<file path="src/rtl/mem_wb_pipe_pkg.sv">
// Shared constants and types for the MEM->WB stage.
// Also hosts the skid-buffer state encoding.
package mem_wb_pipe_pkg;

  localparam logic RST_ENABLE    = 1'b1;
  localparam logic WRITE_DISABLE = 1'b0;

  // bit0 = main slot valid, bit1 = skid slot valid
  typedef enum logic [1:0] {
    SKID_EMPTY = 2'b00,
    SKID_ONE   = 2'b01,
    SKID_FULL  = 2'b11
  } skid_state_e;

  function automatic int payload_w(
    input int reg_w,
    input int addr_w,
    input int hilo_en
  );
    int w;
    w = addr_w + 1 + reg_w;
    if (hilo_en != 0) w = w + 1 + 2 * reg_w;
    return w;
  endfunction

endpackage

</file>
<file path="src/rtl/mem_wb_pipe_skid_buf.sv">
// Generic 2-entry valid/ready skid buffer.
// Registered in_ready, sync clear, empty slots read as zero.
module pipe_skid_buf
  import mem_wb_pipe_pkg::*;
#(
  parameter int DATA_W = 8
) (
  input  logic              clk,
  input  logic              rst,
  input  logic              clr,
  input  logic              in_valid,
  output logic              in_ready,
  input  logic [DATA_W-1:0] in_data,
  output logic              out_valid,
  input  logic              out_ready,
  output logic [DATA_W-1:0] out_data
);

  skid_state_e       state_q;
  skid_state_e       state_d;
  logic [DATA_W-1:0] main_q;
  logic [DATA_W-1:0] main_d;
  logic [DATA_W-1:0] skid_q;
  logic [DATA_W-1:0] skid_d;
  logic              rdy_q;
  logic              accept;
  logic              consume;

  assign accept    = in_valid & rdy_q;
  assign consume   = state_q[0] & out_ready;
  assign in_ready  = rdy_q;
  assign out_valid = state_q[0];
  assign out_data  = main_q;

  // Next slot contents from the handshake outcome
  always_comb begin
    state_d = state_q;
    main_d  = main_q;
    skid_d  = skid_q;
    unique case (state_q)
      SKID_EMPTY: begin
        if (accept) begin
          main_d  = in_data;
          state_d = SKID_ONE;
        end
      end
      SKID_ONE: begin
        if (accept && consume) begin
          main_d = in_data;
        end else if (accept) begin
          skid_d  = in_data;
          state_d = SKID_FULL;
        end else if (consume) begin
          main_d  = '0;
          state_d = SKID_EMPTY;
        end
      end
      SKID_FULL: begin
        if (consume) begin
          main_d  = skid_q;
          skid_d  = '0;
          state_d = SKID_ONE;
        end
      end
      default: begin
        state_d = SKID_EMPTY;
        main_d  = '0;
        skid_d  = '0;
      end
    endcase
  end

  // State/slot registers; reset beats clear beats handshake
  always_ff @(posedge clk) begin
    if (rst == RST_ENABLE || clr) begin
      state_q <= SKID_EMPTY;
      main_q  <= '0;
      skid_q  <= '0;
      rdy_q   <= 1'b1;
    end else begin
      state_q <= state_d;
      main_q  <= main_d;
      skid_q  <= skid_d;
      rdy_q   <= (state_d != SKID_FULL);
    end
  end

endmodule

</file>
<file path="src/rtl/mem_wb_pipe.sv">
// MEM->WB pipeline register with skid buffer.
// Pack payload, buffer it, unpack; HI/LO optional.
module mem_wb_pipe
  import mem_wb_pipe_pkg::*;
#(
  parameter int REG_W      = 32,
  parameter int REG_ADDR_W = 5,
  parameter int HILO_EN    = 1
) (
  input  logic                  clk,
  input  logic                  rst,
  input  logic                  flush,
  input  logic                  in_valid,
  output logic                  in_ready,
  input  logic [REG_ADDR_W-1:0] mem_wd,
  input  logic                  mem_wreg,
  input  logic [REG_W-1:0]      mem_wdata,
  input  logic                  mem_whilo,
  input  logic [REG_W-1:0]      mem_hi,
  input  logic [REG_W-1:0]      mem_lo,
  output logic                  out_valid,
  input  logic                  out_ready,
  output logic [REG_ADDR_W-1:0] wb_wd,
  output logic                  wb_wreg,
  output logic [REG_W-1:0]      wb_wdata,
  output logic                  wb_whilo,
  output logic [REG_W-1:0]      wb_hi,
  output logic [REG_W-1:0]      wb_lo
);

  localparam int PAY_W =
    payload_w(REG_W, REG_ADDR_W, HILO_EN);

  logic [PAY_W-1:0] din;
  logic [PAY_W-1:0] dout;

  pipe_skid_buf #(
    .DATA_W (PAY_W)
  ) u_buf (
    .clk       (clk),
    .rst       (rst),
    .clr       (flush),
    .in_valid  (in_valid),
    .in_ready  (in_ready),
    .in_data   (din),
    .out_valid (out_valid),
    .out_ready (out_ready),
    .out_data  (dout)
  );

  generate
    if (HILO_EN != 0) begin : g_hilo
      assign din = {mem_wd, mem_wreg, mem_wdata,
                    mem_whilo, mem_hi, mem_lo};
      assign {wb_wd, wb_wreg, wb_wdata,
              wb_whilo, wb_hi, wb_lo} = dout;
    end else begin : g_nohilo
      logic unused_hilo;
      assign unused_hilo = ^{mem_whilo, mem_hi, mem_lo};
      assign din = {mem_wd, mem_wreg, mem_wdata};
      assign {wb_wd, wb_wreg, wb_wdata} = dout;
      assign wb_whilo = WRITE_DISABLE;
      assign wb_hi    = '0;
      assign wb_lo    = '0;
    end
  endgenerate

endmodule

</file>
<file path="config.mk">
export PLATFORM = sky130hd
export DESIGN_NAME = mem_wb_pipe
export DESIGN_NICKNAME = d
export VERILOG_FILES = /design/src/rtl/mem_wb_pipe_pkg.sv /design/src/rtl/mem_wb_pipe_skid_buf.sv /design/src/rtl/mem_wb_pipe.sv
export SDC_FILE = /design/constraint.sdc
export NUM_CORES = 1
export LEC_CHECK = 0
export CORE_MARGIN = 4
export CORE_UTILIZATION = 45
export DETAILED_ROUTE_END_ITERATION = 10
export PLACE_DENSITY = 0.84
export SETUP_SLACK_MARGIN = 0.15
export SLEW_MARGIN = 20
export SYNTH_ARGS = -nofsm -noshare
export SYNTH_HDL_FRONTEND = slang
export SYNTH_HIERARCHICAL = 1
export SYNTH_SLANG_ARGS = --single-unit
</file>
<file path="constraint.sdc">
create_clock -name clk -period 1.87 [get_ports clk]
set_input_delay 0.187 -clock clk [delete_from_list [all_inputs] [get_ports clk]]
set_output_delay 0.187 -clock clk [all_outputs]
set_load 0.005 [all_outputs]
</file>
==> metrics.md, run 1 <==
| Metric | Value |
|---|---|
| Gp weighted congestion | between 0.7 and 0.8 |
| Synth-to-layout area growth | 38.9% |
| Drt total wl | 25600 microns |
| Fmax | between 0.6 and 0.7 GHz |
| Placed inst area | between 0.01 and 0.015 sq mm |
| Die height | about 150 microns |
| Clk pin slew, worst setup/hold paths | 0.06 ns |
| Worst min-delay path category | in2reg |
| Core area | roughly 0.019 sq mm |
| Crit Path Max Fanout | 2 |
| Hpwl dp | 15900 microns |
| Hold-fix buffers, CTS | 0 |
| Cell taking the most area after synthesis | dfxtp_1 |
| CTS tree | built |
| Synth warn | 6 |
| Delay-heaviest family, CP | buffers and inverters |
| First DRT Iteration DRCs | 629 |
| DR DRC count | 0 |
| Crit. Startpoint | u_buf/out_data[44] |
| Number of global-route vias before repair | 8224 |
| Yosys reg bits | around 210 |
| IO Count | 213 |
| Max VDD drop | 596 uV |
| Top post-synthesis cells by area | dfxtp_1, nand3_1, a22o_1, o21ai_0, a21oi_1 |
| Outcome | finished clean |
| Post-Synthesis Net Count | about 1200 |
| Final Max Tran Viols | 0 |
| Die Footprint | 0.0215 sq mm |
| Max H-tree Level | 1 |
| PortBufs | around 210 |
| CTS buffer count | 23 |
| Fillers | 1521 |
| Top cell type's share of synthesized area | 0.483 |
| Setup tns final | 0 ns |
| Share of cells above drive strength 1 | 0.0646 |
| Synth Cell Area | 0.00866 sq mm |
| WHS | 0.300 ns |
| Clock Tree Root | clkbuf_16 |
| Crit path capture | wb_hi[12] |
| Largest stage delay, worst path | 0.57 ns |
| Clock Latency Late Sink | 0.51 ns |
| R2R cell count | 4 |
| Drt first pass iters | 5 |
| Leakage | 4.39 nW |
| Vias | 8564 |
| Crit path kind | reg2out |
| Fin util | 0.639 |
| Reg-to-reg slack, setup | 0.28 ns |
| Clock Tree Buf Depth | 3 |
| CP Cell Sequence | clkdlybuf4s50_1 |
| Worst Skew | 0.0183 ns |
| Gr ovfl total | 0 |
| Setup crit start kind | flop |
| Cell area after layout | between 0.01 and 0.015 sq mm |
| Area occupied by multi-input gates | 0.00405 sq mm |
| Largest net degree at the start of global routing | between 100 and 150 |
| Post-synth cell types | 23 |
| Initial antenna violation count | 1 |
| Final setup viols | 0 |
| Relative slew slack | 0.719 |
| R2r startpoint | u_buf/state_q[0] |
| Routed vias/inst | 5.71 |
| Crit. path cell count | 1 |
| Worst Max-Slew Pin Slew | around 0.42 ns |
| Post-synthesis sequential area ratio | 0.483 |
| Max_cap viols | 0 |
| Fin. Hold Viols | 0 |
| CP Capture Type | output port |
| Buf+Inv Stages, Crit Path | 1 |
| Fin crit share | 0.871 |
| Post-Syn Instances | 1065 |
| Syn avg cell area | 8.13 sq um |
| Initial core utilization | 0.460 |
| Num Clock Sinks | roughly 210 |
| Pwr dens | 869 mW/mm^2 |
| Worst Path Arrival | roughly 1.4 ns |
| Detail Route Antenna Nets | 0 |
| GRT Overall Usage | 0.226 |
| Die width | 147 microns |
| Hold depth | 3 |
| Row count | 50 |
| DR WL/cell | roughly 17 microns |
| Final worst path period need | 1.63 ns |
| Worst Path Required | 1.68 ns |
| Reg-to-reg endpoint | u_buf/skid_q[46] |
| Post-layout nets | 1332 |
| First-pass GRT wire length | 41700 microns |
| Reg area | 0.00419 sq mm |
| CP max stage cell | clkdlybuf4s50_1 |
| RSZ-0062 raised after global routing | no |
-- cells in the final DEF, fill, tap and decap left out, types with 2 or more instances in the layout --
cell / n
o21ai_0: 177
a22o_1: 102
a21oi_1: 103
buf_4: 9
clkinv_2: 4
inv_1: 4
clkdlybuf4s50_1: 211
o21ai_1: 31
nand3_1: 207
clkbuf_1: 4
clkbuf_16: 23
nand2_1: 104
buf_12: 23
dfxtp_1: 207
bufinv_16: 4
nand2b_1: 2
nor2_4: 4
clkbuf_8: 4
-- repair_timing --
item                       CTS  global route
buffers inserted             0             2
gates resized for setup      2             2
pin swaps                    0             2
cloned                       0             1
setup endpoints to repair    9            78
-- layout make-up --
| cell class | count | share of cell area |
|---|---|---|
| Sequential cell | 209 | 0.348 |
| Multi-Input combinational cell | 742 | 0.337 |
| Timing Repair Buffer | 244 | 0.221 |
| Clock buffer | 31 | 0.0537 |
| Tap cell | 260 | 0.0270 |
| Clock inverter | 9 | 0.0124 |
| Inverter | 4 | 0.00125 |
| Antenna cell | 1 | 0.000208 |
-- synth_stat cells --
master      n
nand2_1   105
nand3_1   207
nor2_1      5
nand2b_1    2
or3_1       1
mux2i_4     1
buf_2      24
a21oi_1   103
o21ai_0   177
buf_4       5
buf_6       1
a22o_1    102
dfxtp_1   209
inv_1       4
nand3b_1    1
a221oi_1    1
nor3_1      1
o21ai_1    31
buf_1      13
clkbuf_1   68
o31ai_1     1
or2_2       1
and2_1      2
-- flip-flops by register name, indices dropped and copies added (netlist names) --
name,flops
u_buf/state_q,2
u_buf/in_ready,1
u_buf/out_data,103
u_buf/skid_q,103
-- where the power goes --
part / switching [W] / internal [W] / leakage [nW]
Clock: 0.00179 / 0.00296 / 0.394
Sequential: 0.0000508 / 0.00454 / 1.69
Combinational: 0.000521 / 0.000592 / 2.31
Total: 0.00236 / 0.00809 / 4.39
-- logic make-up (layout without fill, tap and decap cells) --
logic type	count (synthesis)	in the layout	synth area share
AOI/OAI and AO/OA	415	415	0.285
buffers and inverters	115	288	0.0564
DFF	209	209	0.483
muxes	1	1	0.00260
other	0	1	0
and+or+nand+nor	325	326	0.173
-- metrics by stage --
| step | setup slack, ns | power [W] | instances |
|---|---|---|---|
| floorplan | 0.352 | 0.00514 | 1065 |
| global placement | -0.0364 | 0.00577 | 1456 |
| detailed placement | -0.0748 | 0.00579 | 1456 |
| CTS | 0.174 | 0.0105 | 1496 |
| global route | 0.165 | 0.0108 | 1500 |
| finish | 0.242 | 0.0105 | 1500 |
-- per-layer routing --
layer	vias to the layer above	global-route usage	part of all wire
met2	272	0.389	0.50
met3	65	0.0389	0.052
met1	4054	0.280	0.41
li1	4173	-	-
met4	0	0.0974	0.043
met5	-	0	0
-- worst min-delay path by stage --
stage,startpoint,to,slack (ns)
global route,mem_wdata[4],u_buf/skid_q[69],0.30
CTS,mem_wdata[4],u_buf/skid_q[69],0.28
detailed placement,u_buf/skid_q[100],u_buf/skid_q[100],0.44
global placement,u_buf/skid_q[100],u_buf/skid_q[100],0.44
floorplan,mem_lo[0],u_buf/skid_q[0],0.32
finish,mem_wdata[4],u_buf/skid_q[69],0.30
No activity file was read; power rests on OpenSTA's default activity.
==> inputs of run 2 (changes only) <==
--- a/config.mk
+++ b/config.mk
@@ -8,7 +8,7 @@
 export CORE_MARGIN = 4
 export CORE_UTILIZATION = 45
 export DETAILED_ROUTE_END_ITERATION = 10
-export PLACE_DENSITY = 0.84
+export PLACE_DENSITY = 0.77
 export SETUP_SLACK_MARGIN = 0.15
 export SLEW_MARGIN = 20
 export SYNTH_ARGS = -nofsm -noshare
==> run 2 against run 1 <==
  * Die area did not move
  * Fmax fell by 1.7%
  * Hold slack improved by 0.012 ns
  * Critical endpoint is now out_valid
  * Largest cell class unchanged
  * Highest routed layer unchanged
==> metrics.md, run 2 (synthesis results as in run 1) <==
| Metric | Value |
|---|---|
| Fillers | 1584 (+4.1%) |
| WHS | 0.311 ns (+0.0119 ns) |
| Worst Skew | 0.00938 ns (-0.00892 ns) |
| Worst Path Arrival | 1.47 ns (+0.03 ns) |
| RSZ-0062 raised after global routing | yes |
| Num Clock Sinks | 209 (unchanged) |
| Gr ovfl total | 0 (unchanged) |
| Drt first pass iters | 5 (unchanged) |
| Most common cell after layout, fill and taps aside | clkdlybuf4s50_1 |
| DR DRC count | 0 (unchanged) |
| Initial core utilization | 0.460 (unchanged) |
| Fin. Hold Viols | 0 (unchanged) |
| Clock Tree Buf Depth | 3 (unchanged) |
| Routed vias/inst | 5.73 (+0.29%) |
| Drt total wl | 26300 microns (+2.5%) |
| Worst Path Required | 1.68 ns (about the same) |
| Final Max Tran Viols | 0 (unchanged) |
| Crit path kind | reg2out |
| Fmax | 0.604 GHz (-1.7%) |
| Gp weighted congestion | 0.759 (-2.6%) |
| Die Footprint | 0.0215 sq mm (unchanged) |
| Setup tns final | 0 ns (unchanged) |
| Hold-fix buffers, CTS | 0 (unchanged) |
| Number of global-route vias before repair | 8067 (-1.9%) |
| Final worst path period need | 1.66 ns (+0.0275 ns) |
| First DRT Iteration DRCs | 775 (+23%) |
| Setup crit start kind | flop |
| Core area | 0.0188 sq mm (unchanged) |
| Final setup viols | 0 (unchanged) |
| GRT Overall Usage | 0.227 (+0.000448) |
| Largest net degree at the start of global routing | 95 (-11%) |
| Pwr dens | 856 mW/mm^2 (-1.5%) |
| Max VDD drop | 617 uV (+3.6%) |
| Sw Pwr | 0.00237 W (+0.18%) |
| Most frequent cells in the layout | clkdlybuf4s50_1, nand3_1, dfxtp_1 |
| Dpl ws | -0.0779 ns (-0.00314 ns) |
| Die height | 147 microns (unchanged) |
| Reg-to-reg slack, setup | 0.22 ns (-0.06 ns) |
| Pint | 0.00798 W (-1.4%) |
| Row count | 50 (unchanged) |
| Vias | 8623 (+0.69%) |
| Synth-to-layout area growth | 39.5% |
| Logic gate share of total power | 0.108 (about the same) |
| IO Count | 213 (unchanged) |
| Initial antenna violation count | 1 (unchanged) |
| Worst min-delay path category | in2reg |
| Fin crit share | 0.885 (+0.0147) |
| CP Capture Type | output port |
| Clk pin slew, worst setup/hold paths | 0.06 ns (about the same) |
| Leakage | 4.39 nW (about the same) |
| Clock Tree Root | clkbuf_16 |
| Switching part of the total power | 0.229 (+0.00282) |
| Fin worst setup slack | 0.214 ns (-0.0275 ns) |
| Sequential share of power | 0.443 (+0.004) |
| Max_cap viols | 0 (unchanged) |
| Crit Path Max Fanout | 4 (+2) |
| CTS buffer count | 23 (unchanged) |
| Die width | 147 microns (unchanged) |
| First-pass GRT wire length | 41600 microns (-0.25%) |
| CTS tree | built |
| Share of cells above drive strength 1 | 0.0683 (+0.00370) |
| Worst Max-Slew Pin Slew | 0.624 ns (+0.203 ns) |
| Relative slew slack | 0.584 (-0.136) |
| Fin util | 0.641 (+0.00266) |
| Total power | 0.0103 W (-1.1%) |
| PortBufs | 212 (unchanged) |
| Detail Route Antenna Nets | 0 (unchanged) |
| Clock power frac | 0.449 (-0.006) |
| DR WL/cell | 17.4 microns (+2.1%) |
| Hpwl dp | 16000 microns (+0.65%) |
| Post-layout nets | 1337 (+0.38%) |
| Outcome | finished clean |
| Clock Latency Late Sink | 0.50 ns (about the same) |
| Max H-tree Level | 1 (unchanged) |
-- run 2: cell types whose count changed in the layout (fill, tap and decap cells not counted) --
cell             change
clkbuf_8             +5
buf_4                +3
clkinv_2             -3
bufinv_16            -2
and2_2               -1
clkbuf_1             +1
clkbuf_16            +1
clkdlybuf4s50_1      +1
dlymetal6s2s_1       -1
inv_6                +1
nor2_2               +1
o21ai_0              -1
o21ai_1              +1
-- run 2: final timing paths --
check,from,endpoint,cells after the start
worst min-delay path,mem_wdata[0],u_buf/skid_q[65],3
worst max register to register,u_buf/state_q[0],u_buf/skid_q[40],7
worst min register to register,u_buf/skid_q[69],u_buf/skid_q[69],2
worst max-delay path,u_buf/state_q[0],out_valid,2
-- run 2: cell type report --
type	count	area (sq um)	share of cell area
tap	260	325	0.0269
sequential	209	4190	0.347
clock inverter	5	82.6	0.00684
clock buffer	36	704	0.0583
multi-input combinational	742	4050	0.335
timing repair buffer	249	2710	0.224
inverter	4	15.0	0.00124
antenna	1	2.50	0.000207
-- run 2: power groups by stage --
stage | logic [W] | clock network, W | registers [W]
6_report | 0.00112 | 0.00465 | 0.00458
5_1_grt | 0.00120 | 0.00491 | 0.00459
4_1_cts | 0.00111 | 0.00474 | 0.00458
3_5_place_dp | 0.00110 | 0 | 0.00468
3_3_place_gp | 0.00109 | 0 | 0.00468
2_1_floorplan | 0.000455 | 0 | 0.00468
-- run 2: metrics by stage --
stage	instance area (sq um)	instances
4_1_cts	12000	1502
6_report	12100	1506
3_5_place_dp	11200	1459
5_1_grt	12100	1506
2_1_floorplan	8660	1065
3_3_place_gp	11200	1459
-- run 2: critical path: stages (launching register included) --
cell,delay (ns)
dfxtp_4,0.34
buf_4,0.11
clkdlybuf4s50_1,0.52
-- run 2: timing repair --
| action | in CTS | in global routing |
|---|---|---|
| cloned | 1 | 1 |
| setup buffers | 1 | 2 |
| pin swaps | 1 | 1 |
| setup endpoints to repair | 164 | 75 |
| gates resized for setup | 3 | 3 |
-- run 2: metal layers --
| metal | vias to the layer above | part of all wire | GRT usage |
|---|---|---|---|
| met2 | 290 | 0.47 | 0.369 |
| met4 | 0 | 0.033 | 0.0894 |
| met5 | - | 0 | 0 |
| li1 | 4196 | - | - |
| met3 | 55 | 0.063 | 0.0401 |
| met1 | 4082 | 0.43 | 0.300 |
